===== src/rtl/acc_cpu_pkg.sv =====
// Shared definitions for the multicycle accumulator core: opcodes, FSM states,
// flag bit positions and a small opcode classifier.
package acc_cpu_pkg;

  localparam logic [2:0] OP_LD  = 3'b000;
  localparam logic [2:0] OP_ST  = 3'b001;
  localparam logic [2:0] OP_ADD = 3'b010;
  localparam logic [2:0] OP_SUB = 3'b011;
  localparam logic [2:0] OP_AND = 3'b100;
  localparam logic [2:0] OP_JMP = 3'b101;
  localparam logic [2:0] OP_JZ  = 3'b110;
  localparam logic [2:0] OP_JC  = 3'b111;

  typedef enum logic [1:0] {
    ST_FETCH  = 2'd0,
    ST_DECODE = 2'd1,
    ST_MEM    = 2'd2,
    ST_HALT   = 2'd3
  } state_t;

  localparam int FLG_Z = 0;
  localparam int FLG_C = 1;

  // JMP, JZ and JC are the only opcodes with op[2] set and a non-zero low pair.
  function automatic logic is_jump(input logic [2:0] op);
    return op[2] && (op[1:0] != 2'b00);
  endfunction

endpackage


===== src/rtl/acc_alu_p.sv =====
// Combinational ALU for the accumulator core: produces the new ACC value, the
// next {C,Z} flags and a write-enable telling the core whether ACC/flags change.
module acc_alu_p
  import acc_cpu_pkg::*;
#(
  parameter int DATA_W = 8
) (
  input  logic [2:0]        op_i,
  input  logic [DATA_W-1:0] a_i,
  input  logic [DATA_W-1:0] b_i,
  input  logic              c_i,
  output logic [DATA_W-1:0] result_o,
  output logic [1:0]        flags_o,
  output logic              flags_we_o
);

  logic [DATA_W:0] wide;
  logic            carry;

  always_comb begin
    // NOTE: every output gets a default first so no path leaves it unassigned (no latch).
    wide       = '0;
    result_o   = a_i;
    carry      = c_i;
    flags_we_o = 1'b0;
    case (op_i)
      OP_LD: begin
        result_o   = b_i;
        flags_we_o = 1'b1;
      end
      OP_ADD: begin
        wide       = {1'b0, a_i} + {1'b0, b_i};
        result_o   = wide[DATA_W-1:0];
        carry      = wide[DATA_W];
        flags_we_o = 1'b1;
      end
      OP_SUB: begin
        // The top bit of the widened difference is set exactly when a < b (borrow).
        wide       = {1'b0, a_i} - {1'b0, b_i};
        result_o   = wide[DATA_W-1:0];
        carry      = wide[DATA_W];
        flags_we_o = 1'b1;
      end
      OP_AND: begin
        result_o   = a_i & b_i;
        flags_we_o = 1'b1;
      end
      default: ;
    endcase
    flags_o        = '0;
    flags_o[FLG_C] = carry;
    flags_o[FLG_Z] = (result_o == '0);
  end

endmodule


===== src/rtl/acc_cpu_mc.sv =====
// Multicycle accumulator core with req/ack instruction and data memory ports,
// self-jump halt detection and a retired-instruction counter.
module acc_cpu_mc
  import acc_cpu_pkg::*;
#(
  parameter int DATA_W = 8,
  parameter int ADDR_W = 5,
  parameter int CNT_W  = 16
) (
  input  logic                clk_i,
  input  logic                rst_i,
  output logic                imem_req_o,
  output logic [ADDR_W-1:0]   imem_addr_o,
  input  logic                imem_ack_i,
  input  logic [ADDR_W+2:0]   imem_data_i,
  output logic                dmem_req_o,
  output logic                dmem_we_o,
  output logic [ADDR_W-1:0]   dmem_addr_o,
  output logic [DATA_W-1:0]   dmem_wdata_o,
  input  logic                dmem_ack_i,
  input  logic [DATA_W-1:0]   dmem_rdata_i,
  output logic [DATA_W-1:0]   acc_o,
  output logic [1:0]          flags_o,
  output logic [ADDR_W-1:0]   pc_o,
  output logic [ADDR_W+2:0]   ir_o,
  output logic                halted_o,
  output logic [CNT_W-1:0]    retired_o
);

  state_t              state_q, state_d;
  logic [ADDR_W-1:0]   pc_q, pc_d;
  logic [DATA_W-1:0]   acc_q, acc_d;
  logic [1:0]          flags_q, flags_d;
  logic [ADDR_W+2:0]   ir_q, ir_d;
  logic [CNT_W-1:0]    retired_q, retired_d;

  logic [2:0]          op;
  logic [ADDR_W-1:0]   arg;
  logic [DATA_W-1:0]   alu_result;
  logic [1:0]          alu_flags;
  logic                alu_we;
  logic                taken;

  assign op  = ir_q[ADDR_W+2:ADDR_W];
  assign arg = ir_q[ADDR_W-1:0];

  acc_alu_p #(.DATA_W(DATA_W)) u_alu (
    .op_i       (op),
    .a_i        (acc_q),
    .b_i        (dmem_rdata_i),
    .c_i        (flags_q[FLG_C]),
    .result_o   (alu_result),
    .flags_o    (alu_flags),
    .flags_we_o (alu_we)
  );

  always_comb begin
    state_d   = state_q;
    pc_d      = pc_q;
    acc_d     = acc_q;
    flags_d   = flags_q;
    ir_d      = ir_q;
    retired_d = retired_q;
    taken     = (op == OP_JMP)
             || ((op == OP_JZ) && flags_q[FLG_Z])
             || ((op == OP_JC) && flags_q[FLG_C]);
    case (state_q)
      ST_FETCH: begin
        if (imem_ack_i) begin
          ir_d    = imem_data_i;
          state_d = ST_DECODE;
        end
      end
      ST_DECODE: begin
        if (is_jump(op)) begin
          retired_d = retired_q + CNT_W'(1);
          // Only an unconditional self-jump halts; conditional ones keep spinning.
          if ((op == OP_JMP) && (arg == pc_q)) begin
            state_d = ST_HALT;
          end else begin
            pc_d    = taken ? arg : pc_q + ADDR_W'(1);
            state_d = ST_FETCH;
          end
        end else begin
          state_d = ST_MEM;
        end
      end
      ST_MEM: begin
        if (dmem_ack_i) begin
          if (alu_we) begin
            acc_d   = alu_result;
            flags_d = alu_flags;
          end
          pc_d      = pc_q + ADDR_W'(1);
          retired_d = retired_q + CNT_W'(1);
          state_d   = ST_FETCH;
        end
      end
      ST_HALT: ;
      default: state_d = ST_FETCH;
    endcase
  end

  always_ff @(posedge clk_i) begin
    // NOTE: state flops use non-blocking assignment so all updates land together at the edge.
    if (rst_i) begin
      state_q   <= ST_FETCH;
      pc_q      <= '0;
      acc_q     <= '0;
      flags_q   <= '0;
      ir_q      <= '0;
      retired_q <= '0;
    end else begin
      state_q   <= state_d;
      pc_q      <= pc_d;
      acc_q     <= acc_d;
      flags_q   <= flags_d;
      ir_q      <= ir_d;
      retired_q <= retired_d;
    end
  end

  // Requests stay low while reset is held, so no access starts during reset.
  assign imem_req_o   = (state_q == ST_FETCH) && !rst_i;
  assign imem_addr_o  = pc_q;
  assign dmem_req_o   = (state_q == ST_MEM) && !rst_i;
  assign dmem_we_o    = dmem_req_o && (op == OP_ST);
  assign dmem_addr_o  = arg;
  assign dmem_wdata_o = acc_q;
  assign acc_o        = acc_q;
  assign flags_o      = flags_q;
  assign pc_o         = pc_q;
  assign ir_o         = ir_q;
  assign halted_o     = (state_q == ST_HALT);
  assign retired_o    = retired_q;

endmodule


===== config.mk =====
export PLATFORM = sky130hd
export DESIGN_NAME = acc_cpu_mc
export DESIGN_NICKNAME = d
export VERILOG_FILES = /design/src/rtl/acc_cpu_pkg.sv /design/src/rtl/acc_alu_p.sv /design/src/rtl/acc_cpu_mc.sv
export SDC_FILE = /design/constraint.sdc
export NUM_CORES = 1
export LEC_CHECK = 0
export ABC_AREA = 1
export CAP_MARGIN = 20
export CORE_MARGIN = 2
export CORE_UTILIZATION = 49
export DETAILED_ROUTE_END_ITERATION = 10
export GPL_ROUTABILITY_DRIVEN = 0
export GPL_TIMING_DRIVEN = 0
export HOLD_SLACK_MARGIN = 0.15
export PLACE_DENSITY = 0.81
export SLEW_MARGIN = 20
export SYNTH_ARGS = -nofsm -noshare
export SYNTH_HDL_FRONTEND = slang
export SYNTH_SLANG_ARGS = --single-unit

===== constraint.sdc =====
create_clock -name clk_i -period 2.8 [get_ports clk_i]
set_input_delay 0.42 -clock clk_i [delete_from_list [all_inputs] [get_ports clk_i]]
set_output_delay 0.42 -clock clk_i [all_outputs]
set_load 0.01 [all_outputs]

==> impl_results.md <==
- Floorplan row count: 28
- Mux share of post-synthesis cell area: 0%
- Power Dens Cells: 664.5 mW/mm2
- Yosys reg bits: 41
- Seq/Total Area, Yosys: 26.73%
- Worst Tran Pin Value: 623.3 ps
- Max IR drop VDD: 0.4129 mV
- Clk sinks: 41
- Antenna Violating Nets Remaining: 0
- FMAX: 377.8 MHz
- Worst path bufs/invs: 4
- Crit start category: input pin
- Outcome: finished, final reports clean
- Top Ports: 81
- Most frequent cells after synthesis: 108 x nand2_1, 72 x inv_1, 44 x nand3_1
- CTS Buf Count: 5
- Initial antenna violation count: 0
- Max_cap viols: 0
- Slew Limit Fails: 0
- GRT Util Overall: a little under a quarter
- Share of layout cells above drive strength 1: under 10%
- WL per Instance: 12.85 um
- Starting Density: 51.25%
- WP data required: 2380 ps
- Clock tree buffer depth: 2
- Layout Skew: 7.583 ps
- Chip width: 83.16 um
- Max-slew headroom: between 50% and 60%
- Cell Area, Synth: a little over 0.003 mm2
- Die Ht: roughly 83 um
- Largest net degree at the start of global routing: 14
- FFs w/ async S/R, synth: 0%
- Layout area overhead: 33.54%
- First-pass GRT wire length: 13740 um
- Net switching power: 1.097 mW
- Storage cell area: a little over 800 um2
- Pre-CTS WS: -67.87 ps
- Comb power frac: 50.0%
- Non-filler cells, final: 640
- Finished Core Util: 68.44%
- Final period util: roughly 95%
- Register share of total power: 29.2%
- FILL cells: 538
- Die Area: 0.006916 mm2
- Via-per-instance ratio: about 5.3
- CP Class: in2out
- Synth Area in Simple Gates: 31.70%
- Yosys cell types: 34
- Leakage: between 1.5 and 2 nW
- Port buffer count: 80
- Post-synth EDFFs: 0
- Largest family of logic cells by synthesized area: simple AND/OR/NAND/NOR gates
- Tightest Hold Check Type: reg2reg
- First-pass DRT Iterations: 5
- XOR/XNOR Fraction of Synth Area: 1.997%
- Critical path's largest stage delay: 500 ps
- Mapped Cells: 477
- Residual DRC: 0
- Slowest-stage cell, CP: clkdlybuf4s50_1
- Clk root buf: clkbuf_8
- Synth Area in Compound Gates: 15.81%
- Vias: 3413
- Multi-input logic area: 0.001798 mm2
- # setup viols final: 0
- Synth Flop Type: dfxtp_1
- Warnings from Yosys: 0
- TritonCTS clock tree: built
- Avg Inst Size Synth: between 6 and 7 um2
- Share of the synthesized area in the top cell type: 26.73%
- Post-CTS setup buffers: 0
- Inst Count DP: 632
- Final Hold Vio Count: 0
- Initial DRC Count: 184
- Critical path capture point type: output pin
- Dominant cells by area after synthesis: dfxtp_1 27%, nand2_1 13%, inv_1 8.8%
- Critical-path maximum fanout: 10
- Int Power: 1.627 mW
- Clock Power Share: 20.8%
- Most used cell, CP: clkdlybuf4s50_1
- Synth Area in Adders: 9.046%
- HPWL Detailed: 6425 um
- Clock Latency Late Sink: 290 ps
- # diodes: 0
- Synthesized net count: 518
- Crit-path cells: clkdlybuf4s50_1, clkbuf_2, clkbuf_1, nor2_1, clkdlybuf4s50_1
- Fin crit period: 2647 ps
- Number of global-route vias before repair: 3106
- CTS clk-pin slew, worst paths: 80 ps
- WL final: 8225 um
- Nets: 605
- Area leader, netlist: dfxtp_1
- CTS H-tree depth: 2
- Worst setup margin: 152.8 ps
- CP arrival: roughly 2200 ps
- Top-count cell post-synth: nand2_1
- Placeable Area: 0.005991 mm2
- Sw frac: 40.27%
- Final hold slack: 479.1 ps
- GR Overflow Total: 0
- Cell family with most CP delay: buffers and inverters
- RSZ-0062 raised after global routing: no
## worst register-to-register path, cell delays in order (launching register included)
cell	delay (ps)
dfxtp_1	340
inv_1	130
ha_1	160
inv_1	50
fa_1	400
or2_2	310
nand3_1	90
nand2_1	60
nor2_2	120
nand2_1	60
nor2_1	120
nand3_1	90
nor2_1	110
nand2_1	70
a21oi_2	110
## state kept, by name, indices dropped and copies added (netlist names)
register / count
flags_o: 2
acc_o: 8
ir_o: 8
imem_addr_o: 5
state_q: 2
retired_o: 16
## final timing paths
check	end	cells after the start	slack [ps]	from
worst max-delay path	imem_req_o	5	150	rst_i
worst max register to register	flags_o[0]	14	520	acc_o[0]
worst min register to register	retired_o[4]	2	480	retired_o[4]
worst min-delay path	retired_o[4]	2	480	retired_o[4]
## metal layers
layer  GRT usage [%]  up-vias  part of all wire [%]
met2           39.74      122                    47
li1                -     1703                     -
met5               0        -                     0
met3           4.175       13                   6.7
met4           6.557        0                   1.4
met1           30.24     1575                    45
## repair_timing
item / in CTS / in global routing
setup endpoints to repair: 2 / 0
gates resized for setup: 1 / 0
hold buffers: 0 / 0
hold endpoints to repair: 0 / 0
## placed cells by master (no fill, tap or decap), types with 9 or more instances in the layout
cell               n
buf_4             19
nand3_1           44
nor2_1            41
clkdlybuf4s50_1   80
dfxtp_1           41
a21oi_1           40
ha_1              19
nand4_1            9
nand2_1          108
inv_1             72
o21ai_0           27
## kinds of logic (layout without fill, tap and decap cells)
| group | after synthesis | in the layout |
|---|---|---|
| XOR/XNOR | 7 | 7 |
| AND/OR/NAND/NOR | 220 | 220 |
| adder cells (fa/ha/maj) | 21 | 21 |
| buffers and inverters | 101 | 189 |
| AO/OA/AOI/OAI | 87 | 87 |
| flip-flops | 41 | 41 |
## power by group through the flow
| stage | combinational [mW] | clock [mW] | sequential, mW |
|---|---|---|---|
| floorplan | 0.815 | 0 | 0.816 |
| global placement | 1.31 | 0 | 0.803 |
| detailed placement | 1.35 | 0 | 0.809 |
| CTS | 1.35 | 0.569 | 0.797 |
| global route | 1.50 | 0.590 | 0.815 |
| finish | 1.36 | 0.566 | 0.796 |
## stage by stage
stage | TNS, ps | area (um2) | power [mW]
after CTS | 0 | 4100 | 2.719
after floorplan | 0 | 3070 | 1.631
after detailed placement | -126.9 | 3965 | 2.155
after global routing | 0 | 4100 | 2.903
after global placement | -22.18 | 3965 | 2.113
final | 0 | 4100 | 2.724
## cell type report
type	instances	share of cell area, %
Buffer	26	4.181
Clock buffer	5	1.678
Clock inverter	3	1.587
Inverter	75	6.866
Multi-Input combinational cell	335	43.85
Sequential cell	41	20.02
Tap cell	75	2.289
Timing Repair Buffer	80	19.53
No activity file was read; power rests on OpenSTA's default activity.
==> RTL edit 1: new RTL, same settings <==
Re-encode `state_t` (4 states) as one-hot, 4 bits wide.
--- a/src/rtl/acc_cpu_pkg.sv
+++ b/src/rtl/acc_cpu_pkg.sv
@@ -11,11 +11,11 @@
   localparam logic [2:0] OP_JZ  = 3'b110;
   localparam logic [2:0] OP_JC  = 3'b111;
 
-  typedef enum logic [1:0] {
-    ST_FETCH  = 2'd0,
-    ST_DECODE = 2'd1,
-    ST_MEM    = 2'd2,
-    ST_HALT   = 2'd3
+  typedef enum logic [3:0] {
+    ST_FETCH  = 4'b0001,
+    ST_DECODE = 4'b0010,
+    ST_MEM    = 4'b0100,
+    ST_HALT   = 4'b1000
   } state_t;
 
   localparam int FLG_Z = 0;
Formal check against the unedited RTL: no difference found for any inputs over 10 cycles, from zero or initial values and one cycle with rst_i high; not proved beyond that.
==> RTL edit 1 against the original RTL <==
- design area rose by 2.5%
- synthesized area grew 3.7%
- routed wire length is 5.9% higher
- worst setup slack gained 0.18 ns
- sequential cell count increased by 2
- critical path depth increased by 10
- critical endpoint is now flags_o[0]
- highest routed layer unchanged
Power is not compared: it rests on default switching activity, and its combinational part moved more than twofold at a synthesized area within 25%.
==> RTL edit 1: results (changes against the original RTL) <==
| Metric | Value |
|---|---|
| Status | `finished clean` |
| Fillers | `570 (+5.9%)` |
| Vias in the first global route | `3,306 (+6.4%)` |
| Clock skew | `0.00387 ns (-0.00371 ns)` |
| Hold_sp | `retired_o[13]` |
| Met1 Wirelength | `3.75 mm (+1.6%)` |
| Place WS | `0.126 ns (+0.194 ns)` |
| R2R depth | `16 (+2)` |
| Slew @ Worst Pin | `0.636 ns (+0.0131 ns)` |
| Gates resized, CTS repair | `0 (-1)` |
| Met3 usage | `0.0492 (+0.00741)` |
| Grt met1 use | `0.307 (+0.00455)` |
| CP max stage delay | `0.48 ns (-0.02 ns)` |
| Count of cell types in the netlist | `35 (+2.9%)` |
| Iteration-0 DRC Markers | `271 (+47%)` |
| Syn Nets | `547 (+5.6%)` |
| Fraction of layout cells with a size suffix above 1 | `0.0759 (-0.0108)` |
| Crit path DAT | `2.63 ns (+0.40 ns)` |
| Overall routing resource usage | `0.245 (+0.0117)` |
| Worst setup startpoint | `dmem_rdata_i[0]` |
| Synthesized instance count | `506 (+6.1%)` |
| FF+latch area | `861 um2 (+4.9%)` |
| Final hold slack | `0.483 ns (+0.00390 ns)` |
| Met3 wire length | `546 um (-0.73%)` |
| Post-layout net count | `633 (+4.6%)` |
| Crit-path max FO | `4 (-6)` |
| Worst R2R Setup Slack | `0.65 ns (+0.13 ns)` |
| Tmin final | `2.47 ns (-0.182 ns)` |
| DR WL met2 | `4.24 mm (+9.5%)` |
| DP Wirelength | `6.76 mm (+5.2%)` |
| PortBufs | `79 (-1.3%)` |
| First-pass GRT wire length | `14.7 mm (+6.8%)` |
| Synth top area cells | `dfxtp_1 27%, nand2_1 13%, inv_1 8.6%` |
| Commonest cells post-synth | `111 x nand2_1, 73 x inv_1, 57 x nor2_1` |
| GR Layer Usage met2 | `0.419 (+0.0221)` |
| Worst Hold Path EP | `retired_o[13]` |
==> RTL edit 1: area by class of cell <==
| class | count | share of cell area |
|---|---|---|
| buffer | 28 | 0.0429 |
| tap | 77 | 0.0229 |
| clock inverter | 2 | 0.0143 |
| timing repair buffer | 79 | 0.188 |
| clock buffer | 6 | 0.0173 |
| multi-input combinational | 359 | 0.442 |
| sequential | 43 | 0.205 |
| inverter | 76 | 0.0679 |
==> RTL edit 1: cells by family after synthesis <==
kind of cell | count (synthesis) | share of synthesized area
simple gates | 249 | 0.337
buf+inv | 104 | 0.146
compound gates | 82 | 0.140
flops | 43 | 0.270
fa+ha+maj | 21 | 0.0872
xor+xnor | 7 | 0.0193
==> RTL edit 1: how the worst max path moves through the flow <==
stage | endpoint | cells after the start
2_1_floorplan | flags_o[0] | 14
3_3_place_gp | flags_o[0] | 15
3_5_place_dp | flags_o[0] | 15
4_1_cts | flags_o[0] | 15
5_1_grt | flags_o[0] | 15
6_report | flags_o[0] | 15
==> RTL edit 2: new RTL, same flow settings <==
Without the edit above. `DATA_W` is set to 8 in 2 places; all go to 6.
--- a/src/rtl/acc_alu_p.sv
+++ b/src/rtl/acc_alu_p.sv
@@ -3,7 +3,7 @@
 module acc_alu_p
   import acc_cpu_pkg::*;
 #(
-  parameter int DATA_W = 8
+  parameter int DATA_W = 6
 ) (
   input  logic [2:0]        op_i,
   input  logic [DATA_W-1:0] a_i,
--- a/src/rtl/acc_cpu_mc.sv
+++ b/src/rtl/acc_cpu_mc.sv
@@ -3,7 +3,7 @@
 module acc_cpu_mc
   import acc_cpu_pkg::*;
 #(
-  parameter int DATA_W = 8,
+  parameter int DATA_W = 6,
   parameter int ADDR_W = 5,
   parameter int CNT_W  = 16
 ) (
Ports: changed (resized acc_o, dmem_rdata_i and dmem_wdata_o); port bits go from 81 to 75. No check against the original RTL was run, so the function may have changed too.
==> RTL edit 2 against the original RTL <==
- critical path depth shrank 1
- sequential cell count shrank 2
- routed wire length shrank 12%
- register-to-register slack gained 0.20 ns
- design area shrank 11%
- total power shrank 5.7%
- synthesized area shrank 10%
- worst setup slack gained 0.067 ns
==> RTL edit 2: results (changes against the original RTL) <==
| Metric | Value |
|---|---|
| Layout non-clock buf frac | `0.245 (+0.00802)` |
| First-pass GRT wire length | `12.0 mm (-13%)` |
| Commonest cells post-synth | `74 x nand2_1, 54 x inv_1, 39 x dfxtp_1, 39 x nor2_1, 38 x a21oi_1` |
| Syn Nets | `456 (-12%)` |
| Iteration-0 DRC Markers | `205 (+11%)` |
| Drt total wl | `7.28 mm (-12%)` |
| Clock skew | `0.00566 ns (-0.00192 ns)` |
| Gates resized, CTS repair | `0 (-1)` |
| Clk sinks | `39 (-4.9%)` |
| Clkbuf count | `6 (+1)` |
| Met3 usage | `0.0375 (-0.00425)` |
| Crit path DAT | `2.16 ns (-0.07 ns)` |
| Seq/Total Area, Yosys | `0.283 (+0.0159)` |
| Largest net degree at the start of global routing | `11 (-3)` |
| CTS Root Cell | `clkbuf_8` |
| Netlist Area Pre-Place | `0.00276 mm2 (-10%)` |
| Critical R2R Launch | `state_q[0]` |
| Part of the cycle the worst path needs | `0.922 (-0.0238)` |
| Placed insts | `563 (-11%)` |
| Overall routing resource usage | `0.237 (+0.00333)` |
| Rel. slew slack | `0.595 (+0.0120)` |
| Xor and xnor area share after synthesis | `0.0159 (-0.00408)` |
| Fillers | `509 (-5.4%)` |
| Status | `finished clean` |
| Synth top area cells | `dfxtp_1 28%, nand2_1 10%, ha_1 8.6%` |
| Non-clock buffer count | `98 (-7.5%)` |
| Post-Synth Adder-Cell Area | `0.101 (+0.0103)` |
| Inverters | `63 (-16%)` |
| DP Wirelength | `5.69 mm (-11%)` |
| Complex-gate fraction of the synthesized area | `0.166 (+0.00757)` |
| Clk cell area share | `0.0198 (-0.0128)` |
| Grt met1 use | `0.301 (-0.00141)` |
| FF+latch area | `781 um2 (-4.9%)` |
| CP max stage delay | `0.62 ns (+0.12 ns)` |
| Post-layout util | `0.669 (-0.0157)` |
| Final cell count without fillers | `569 (-11%)` |
| Final hold slack | `0.464 ns (-0.0150 ns)` |
| Fraction of area in multi-input gates | `0.431 (-0.00740)` |
| Avg Inst Size Synth | `6.61 um2 (+2.7%)` |
| Count of cell types in the netlist | `33 (-2.9%)` |
| Max VDD drop | `475 uV (+15%)` |
| Leakage power | `1.56 nW (-15%)` |
RTL edit 2: cell types whose count changed after synthesis, sizes merged, moves of 2 or more:
cell     delta
nand2      -32
a21oi       -3
o21ai      +12
inv        -12
xor2        -2
dfxtp       -2
nand3      -12
nor3        +7
nor2        -4
o2111ai     -3
nand4       -2
a211oi      -2
RTL edit 2: path summary, 6_finish.rpt:
kind         cells after the start             to
max                              4     imem_req_o
max reg2reg                     12  retired_o[14]
min                              2   retired_o[4]
min reg2reg                      2   retired_o[4]
RTL edit 2: layer usage:
layer | routed length, um | share of wire
met2 | 3530 | 0.48
met5 | 0 | 0
met4 | 106 | 0.015
met1 | 3250 | 0.45
met3 | 395 | 0.054
RTL edit 2: where the power goes:
| part | leakage (nW) | total [W] | internal [W] | switching, W |
|---|---|---|---|---|
| clock network | 0.0371 | 0.000355 | 0.000166 | 0.000189 |
| logic | 1.21 | 0.00144 | 0.000638 | 0.000805 |
| registers | 0.318 | 0.000772 | 0.000653 | 0.000120 |
